===== src/rtl/decrypt_stream_ctrl.sv =====
// Block-at-a-time decryption sequencer: encrypted ROM -> cipher unit -> decrypted VRAM.
// Driven by the processor through start/busy/done.
module decrypt_stream_ctrl #(
  parameter int ADDR_W  = 32,
  parameter int CNT_W   = 16,
  parameter int ROM_LAT = 1
) (
  input  logic              clk,
  input  logic              rst_n,
  input  logic              start,
  input  logic [ADDR_W-1:0] src_base,
  input  logic [ADDR_W-1:0] dst_base,
  input  logic [CNT_W-1:0]  block_count,
  output logic              busy,
  output logic              done,
  output logic [ADDR_W-1:0] rom_addr,
  input  logic [127:0]      rom_data,
  output logic              cip_valid,
  output logic [127:0]      cip_data,
  input  logic              cip_ready,
  input  logic              res_valid,
  input  logic [63:0]       res_data,
  output logic              res_ready,
  output logic [ADDR_W-1:0] vram_addr,
  output logic [63:0]       vram_wdata,
  output logic              vram_we,
  output logic [2:0]        dbg_state
);

  typedef enum logic [2:0] {
    S_IDLE     = 3'd0,
    S_FETCH    = 3'd1,
    S_ISSUE    = 3'd2,
    S_WAIT_RES = 3'd3,
    S_WRITE    = 3'd4,
    S_DONE     = 3'd5
  } state_t;

  localparam int                LAT_W    = (ROM_LAT > 1) ? $clog2(ROM_LAT) : 1;
  localparam logic [LAT_W-1:0]  LAT_LAST = LAT_W'(ROM_LAT - 1);
  localparam logic [LAT_W-1:0]  LAT_ONE  = LAT_W'(1);
  localparam logic [CNT_W-1:0]  CNT_ONE  = CNT_W'(1);

  state_t            state;
  logic [ADDR_W-1:0] src_q;
  logic [ADDR_W-1:0] dst_q;
  logic [CNT_W-1:0]  cnt_q;
  logic [CNT_W-1:0]  idx;
  logic [LAT_W-1:0]  lat_cnt;
  logic              last_blk;
  logic [CNT_W-1:0]  idx_next;

  assign last_blk  = (idx == cnt_q - CNT_ONE);
  assign idx_next  = idx + CNT_ONE;
  assign dbg_state = state;

  // Handshakes: a transfer happens on a rising edge where valid and ready are both 1.
  // cip_valid/cip_data are held until that edge; res_ready is high only in WAIT_RES, so
  // a res_valid seen in any other state is left pending at the cipher unit.
  always_ff @(posedge clk or negedge rst_n) begin
    if (!rst_n) begin
      state      <= S_IDLE;
      busy       <= 1'b0;
      done       <= 1'b0;
      cip_valid  <= 1'b0;
      res_ready  <= 1'b0;
      vram_we    <= 1'b0;
      rom_addr   <= '0;
      cip_data   <= '0;
      vram_addr  <= '0;
      vram_wdata <= '0;
      src_q      <= '0;
      dst_q      <= '0;
      cnt_q      <= '0;
      idx        <= '0;
      lat_cnt    <= '0;
    end else begin
      done    <= 1'b0;
      vram_we <= 1'b0;
      case (state)
        S_IDLE: begin
          if (start) begin
            src_q <= src_base;
            dst_q <= dst_base;
            cnt_q <= block_count;
            idx   <= '0;
            busy  <= 1'b1;
            if (block_count == '0) begin
              state <= S_DONE;
              done  <= 1'b1;
            end else begin
              state    <= S_FETCH;
              rom_addr <= src_base;
              lat_cnt  <= '0;
            end
          end
        end
        S_FETCH: begin
          if (lat_cnt == LAT_LAST) begin
            cip_data  <= rom_data;
            cip_valid <= 1'b1;
            state     <= S_ISSUE;
          end else begin
            lat_cnt <= lat_cnt + LAT_ONE;
          end
        end
        S_ISSUE: begin
          if (cip_ready) begin
            cip_valid <= 1'b0;
            res_ready <= 1'b1;
            state     <= S_WAIT_RES;
          end
        end
        S_WAIT_RES: begin
          if (res_valid) begin
            res_ready  <= 1'b0;
            vram_wdata <= res_data;
            vram_addr  <= dst_q + ADDR_W'(idx);
            vram_we    <= 1'b1;
            state      <= S_WRITE;
          end
        end
        S_WRITE: begin
          if (last_blk) begin
            state <= S_DONE;
            done  <= 1'b1;
          end else begin
            idx      <= idx_next;
            rom_addr <= src_q + ADDR_W'(idx_next);
            lat_cnt  <= '0;
            state    <= S_FETCH;
          end
        end
        S_DONE: begin
          busy  <= 1'b0;
          state <= S_IDLE;
        end
        default: state <= S_IDLE;
      endcase
    end
  end

endmodule


===== config.mk =====
export PLATFORM = sky130hd
export DESIGN_NAME = decrypt_stream_ctrl
export DESIGN_NICKNAME = d
export VERILOG_FILES = /design/src/rtl/decrypt_stream_ctrl.sv
export SDC_FILE = /design/constraint.sdc
export NUM_CORES = 1
export LEC_CHECK = 0
export CAP_MARGIN = 20
export CORE_AREA = 3 3 210 212
export DETAILED_ROUTE_END_ITERATION = 7
export DIE_AREA = 0 0 213 215
export PLACE_DENSITY = 0.68
export SKIP_CTS_REPAIR_TIMING = 1
export SLEW_MARGIN = 20
export SYNTH_ARGS = -nofsm -noshare
export SYNTH_HDL_FRONTEND = slang
export SYNTH_SLANG_ARGS = --single-unit
export TNS_END_PERCENT = 100

===== constraint.sdc =====
create_clock -name clk -period 6.6 [get_ports clk]
set_input_delay 1.32 -clock clk [delete_from_list [all_inputs] [get_ports clk]]
set_output_delay 1.32 -clock clk [all_outputs]
set_load 0.05 [all_outputs]

==> flow_results.xml <==
<?xml version="1.0" encoding="UTF-8"?>
<metrics>
  <group name="outcome">
    <metric name="outcome" unit="">completed</metric>
  </group>
  <group name="floorplan">
    <metric name="die_w" unit="um">213</metric>
    <metric name="boundaryPins" unit="">541</metric>
    <metric name="floorplan.initialDensity" unit="">0.396</metric>
    <metric name="die_outline_area" unit="mm^2">0.0458</metric>
    <metric name="die_height" unit="um">215</metric>
    <metric name="core-area" unit="mm^2">0.0421</metric>
    <metric name="placementRows" unit="">75</metric>
  </group>
  <group name="logic_synthesis">
    <metric name="synth-seq-area-share" unit="">0.540</metric>
    <metric name="async_flop_share" unit="">1.00</metric>
    <metric name="synthesis.area_per_instance" unit="um^2">11.0</metric>
    <metric name="synth-edff-count" unit="">0</metric>
    <metric name="synth_seq_cells" unit="">360</metric>
    <metric name="synth_cells" unit="">1513</metric>
    <metric name="postSynth.topFlopCell" unit="">sky130_fd_sc_hd__dfrtp_1</metric>
    <metric name="warnings_synthesis" unit="">0</metric>
    <metric name="mappedNetlistArea" unit="mm^2">0.0167</metric>
    <metric name="yosysUniqueCellTypes" unit="">70</metric>
    <metric name="synthesis.nets" unit="">1826</metric>
  </group>
  <group name="grt">
    <metric name="antenna_violations_before_repair" unit="">12</metric>
    <metric name="vias_in_the_first_global_route" unit="">13600</metric>
    <metric name="grt_pass1_wl" unit="mm">82.6</metric>
    <metric name="globalRouteOverflowTotal" unit="">0</metric>
    <metric name="grtUsageTotal" unit="">0.234</metric>
    <metric name="grt_start_max_net_pins" unit="">159</metric>
  </group>
  <group name="worst_setup_path">
    <metric name="timing.critical_path.to_type" unit="">register</metric>
    <metric name="capture_instance_of_the_worst_register_to_register_path" unit="">rom_addr[29]</metric>
    <metric name="required" unit="ns">7.07</metric>
    <metric name="timing.critical_path.max_delay_family" unit="">simple AND/OR/NAND/NOR gates</metric>
    <metric name="critical_path.n_buffers_inverters" unit="">0</metric>
    <metric name="critPathLaunchType" unit="">register</metric>
    <metric name="kind_of_critical_path" unit="">register to register</metric>
    <metric name="reg2reg_depth" unit="">15</metric>
    <metric name="delay_contributed_by_the_slowest_stage_of_the_critical_path" unit="ns">0.50</metric>
    <metric name="crit_path_max_fanout" unit="">8</metric>
    <metric name="reg2reg_from" unit="">idx[0]</metric>
    <metric name="worstPathCellList" unit="">ha_1 &gt; and3_1 &gt; and3_1 &gt; nand2_1 &gt; nor2_1 &gt; nand3_1 &gt; xnor2_1 &gt; ha_1 &gt; nand2_1 &gt; o21ai_0 &gt; nor2_1 &gt; a21oi_1 &gt; nand3_1 &gt; o311a_1 &gt; o21ai_0</metric>
    <metric name="worst-r2r-setup-slack" unit="ns">2.58</metric>
    <metric name="critical_path_arrival" unit="ns">4.49</metric>
    <metric name="critPathSlowestCell" unit="">sky130_fd_sc_hd__dfrtp_1</metric>
  </group>
  <group name="power_and_ir_drop">
    <metric name="clkPwrFrac" unit="">0.169</metric>
    <metric name="power.switching" unit="uW">6270</metric>
    <metric name="p_seq_frac" unit="">0.295</metric>
    <metric name="p_leak" unit="uW">0.0102</metric>
    <metric name="p_per_area" unit="mW/mm^2">565</metric>
    <metric name="combinational_cell_fraction_of_total_power" unit="">0.536</metric>
    <metric name="p_int" unit="uW">7240</metric>
    <metric name="ir_drop_worst_vdd" unit="mV">0.295</metric>
    <metric name="sw_frac_of_total" unit="">0.464</metric>
    <metric name="total_power" unit="uW">13500</metric>
  </group>
  <group name="finish">
    <metric name="number_of_nets_in_the_layout" unit="">2340</metric>
    <metric name="finalCoreUtilization" unit="">0.567</metric>
    <metric name="syn_to_final_growth" unit="%">43.3</metric>
    <metric name="mostFrequentLayoutCell" unit="">sky130_fd_sc_hd__clkdlybuf4s50_1</metric>
    <metric name="proportion_of_layout_cells_with_a_drive_suffix_above_1" unit="">0.144</metric>
    <metric name="final_design_area_no_fill" unit="mm^2">0.0239</metric>
    <metric name="final_cell_mix" unit="">539 x sky130_fd_sc_hd__clkdlybuf4s50_1, 360 x sky130_fd_sc_hd__dfrtp_1, 303 x sky130_fd_sc_hd__nand2_1</metric>
  </group>
  <group name="clocking">
    <metric name="clock_path_buffers" unit="">3</metric>
    <metric name="cts-htree-levels" unit="">2</metric>
    <metric name="clock_tree_from_tritoncts" unit="">yes</metric>
    <metric name="cts-buffers-inserted" unit="">41</metric>
    <metric name="clock-sinks" unit="">360</metric>
    <metric name="clock_tree.root_cell" unit="">sky130_fd_sc_hd__clkbuf_16</metric>
    <metric name="worstSkewPairLatency" unit="ns">0.56</metric>
    <metric name="clk_pin_slew_worst_paths" unit="ns">0.06</metric>
  </group>
  <group name="sta">
    <metric name="final.setup.worst_slack" unit="ns">2.58</metric>
    <metric name="endpoints_failing_setup" unit="">0</metric>
    <metric name="timing.setup.tns" unit="ns">0</metric>
    <metric name="fin_skew" unit="ns">0.0172</metric>
    <metric name="post-route-min-period" unit="ns">4.02</metric>
    <metric name="worst_pin_slew" unit="ns">1.06</metric>
    <metric name="final_min_period_over_clock_period" unit="">0.609</metric>
    <metric name="timing.final.max_slew_violations" unit="">0</metric>
    <metric name="fmaxAchievable" unit="GHz">0.249</metric>
    <metric name="slew-limit-headroom" unit="">0.291</metric>
    <metric name="unrepaired_setup_endpoints_after_global_routing" unit="">false</metric>
    <metric name="hold_viol" unit="">0</metric>
  </group>
  <group name="placement">
    <metric name="place.gp.congestion" unit="">0.904</metric>
    <metric name="place_worst_setup_slack" unit="ns">2.66</metric>
    <metric name="port_buffers" unit="">540</metric>
    <metric name="placedInstanceArea" unit="mm^2">0.0225</metric>
    <metric name="place_hpwl" unit="mm">40.8</metric>
  </group>
  <group name="detailed_routing">
    <metric name="detail_route.wirelength" unit="mm">54.7</metric>
    <metric name="drt-initial-drc-count" unit="">801</metric>
    <metric name="route.detailed.vias_per_inst" unit="">5.16</metric>
    <metric name="drt_pass1_iterations" unit="">5</metric>
    <metric name="detail_route.drc_violations" unit="">0</metric>
    <metric name="num_vias" unit="">13400</metric>
    <metric name="post_route_ant_nets" unit="">0</metric>
    <metric name="dr_wl_cell" unit="um">21.0</metric>
  </group>
  <group name="min_path">
    <metric name="worst_hold_path.num_cells" unit="">2</metric>
    <metric name="timing.hold.worst.class" unit="">register to register</metric>
    <metric name="start_point_of_the_worst_hold_path" unit="">vram_wdata[20]</metric>
    <metric name="worstHoldEndpoint" unit="">vram_wdata[20]</metric>
  </group>
  <group name="run">
    <metric name="drv.max_cap_violation_count" unit="">0</metric>
  </group>
</metrics>
==> metrics by stage <==
stage	hold slack, ns	cells
6_report	0.471	2607
5_1_grt	0.493	2606
4_1_cts	0.476	2599
3_5_place_dp	0.461	2523
3_3_place_gp	0.456	2523
2_1_floorplan	0.487	1513
==> flip-flops by register name (all words and copies together) (netlist names), 16 cells and up <==
signal and flops:
vram_addr 32, idx 16, cip_data 128, rom_addr 32, src_q 32, dst_q 32
cnt_q 16, vram_wdata 64
==> synth_stat cells (14+ instances only) <==
cell / number / share of area
sky130_fd_sc_hd__o21ai_0: 106 / 0.032
sky130_fd_sc_hd__nor2_1: 52 / 0.012
sky130_fd_sc_hd__xor2_1: 51 / 0.027
sky130_fd_sc_hd__ha_1: 34 / 0.026
sky130_fd_sc_hd__mux2_2: 199 / 0.13
sky130_fd_sc_hd__inv_1: 18 / 0.0041
sky130_fd_sc_hd__a21oi_1: 36 / 0.011
sky130_fd_sc_hd__nand2_1: 303 / 0.068
sky130_fd_sc_hd__nand3_1: 27 / 0.0081
sky130_fd_sc_hd__nor3_1: 20 / 0.0060
sky130_fd_sc_hd__a21o_1: 15 / 0.0068
sky130_fd_sc_hd__dfrtp_1: 360 / 0.54
sky130_fd_sc_hd__clkbuf_1: 62 / 0.014
sky130_fd_sc_hd__and3_1: 18 / 0.0068
sky130_fd_sc_hd__xnor2_1: 28 / 0.015
sky130_fd_sc_hd__a211oi_1: 14 / 0.0063
==> power groups by stage <==
stage | Sequential, uW | Clock [uW] | Combinational (uW)
6_report | 3980 | 2290 | 7240
5_1_grt | 4120 | 2460 | 7640
4_1_cts | 3980 | 2360 | 7290
3_5_place_dp | 4010 | 0 | 7270
3_3_place_gp | 3960 | 0 | 7190
2_1_floorplan | 6560 | 0 | 2140
==> cell families after synthesis <==
logic type / share of synthesized area
fa+ha+maj: 0.0279
flops: 0.540
xor+xnor: 0.0415
buf+inv: 0.0248
mux: 0.143
simple gates: 0.126
compound gates: 0.0966
==> routing by layer <==
metal | part of all wire | up-vias | wire (um) | global-route usage
met5 | 0.0010 | - | 55 | 0
met4 | 0.024 | 8 | 1300 | 0.0699
met3 | 0.084 | 89 | 4560 | 0.0767
met2 | 0.48 | 436 | 26400 | 0.388
met1 | 0.41 | 6555 | 22400 | 0.290
li1 | - | 6358 | - | -
==> worst register-to-register path: cells and delay by family (launching register included) <==
kind	cells	cell delay (ns)
AO/OA/AOI/OAI	4	1.19
XOR/XNOR	1	0.18
adder cells (fa/ha/maj)	2	0.70
flip-flops	1	0.50
AND/OR/NAND/NOR	8	1.37
==> final cells by class <==
| class | count | area (um^2) |
|---|---|---|
| clock inverter | 21 | 216 |
| tap | 539 | 674 |
| multi-input combinational | 1057 | 7280 |
| sequential | 360 | 9010 |
| fill | 3627 | 18200 |
| antenna | 8 | 20.0 |
| timing repair buffer | 548 | 5500 |
| clock buffer | 55 | 1140 |
| inverter | 19 | 71.3 |
==> worst max-delay path by stage <==
stage                         start            to  slack (ns)  cells after the start
floorplan                    idx[0]  rom_addr[29]        3.19                     16
global placement    block_count[10]  rom_addr[15]        2.73                      7
detailed placement           idx[0]  rom_addr[29]        2.66                     15
CTS                        cnt_q[0]  rom_addr[27]        2.66                     10
global route                 idx[0]  rom_addr[29]        2.18                     15
finish                       idx[0]  rom_addr[29]        2.58                     15
No activity file was read; power rests on OpenSTA's default activity.
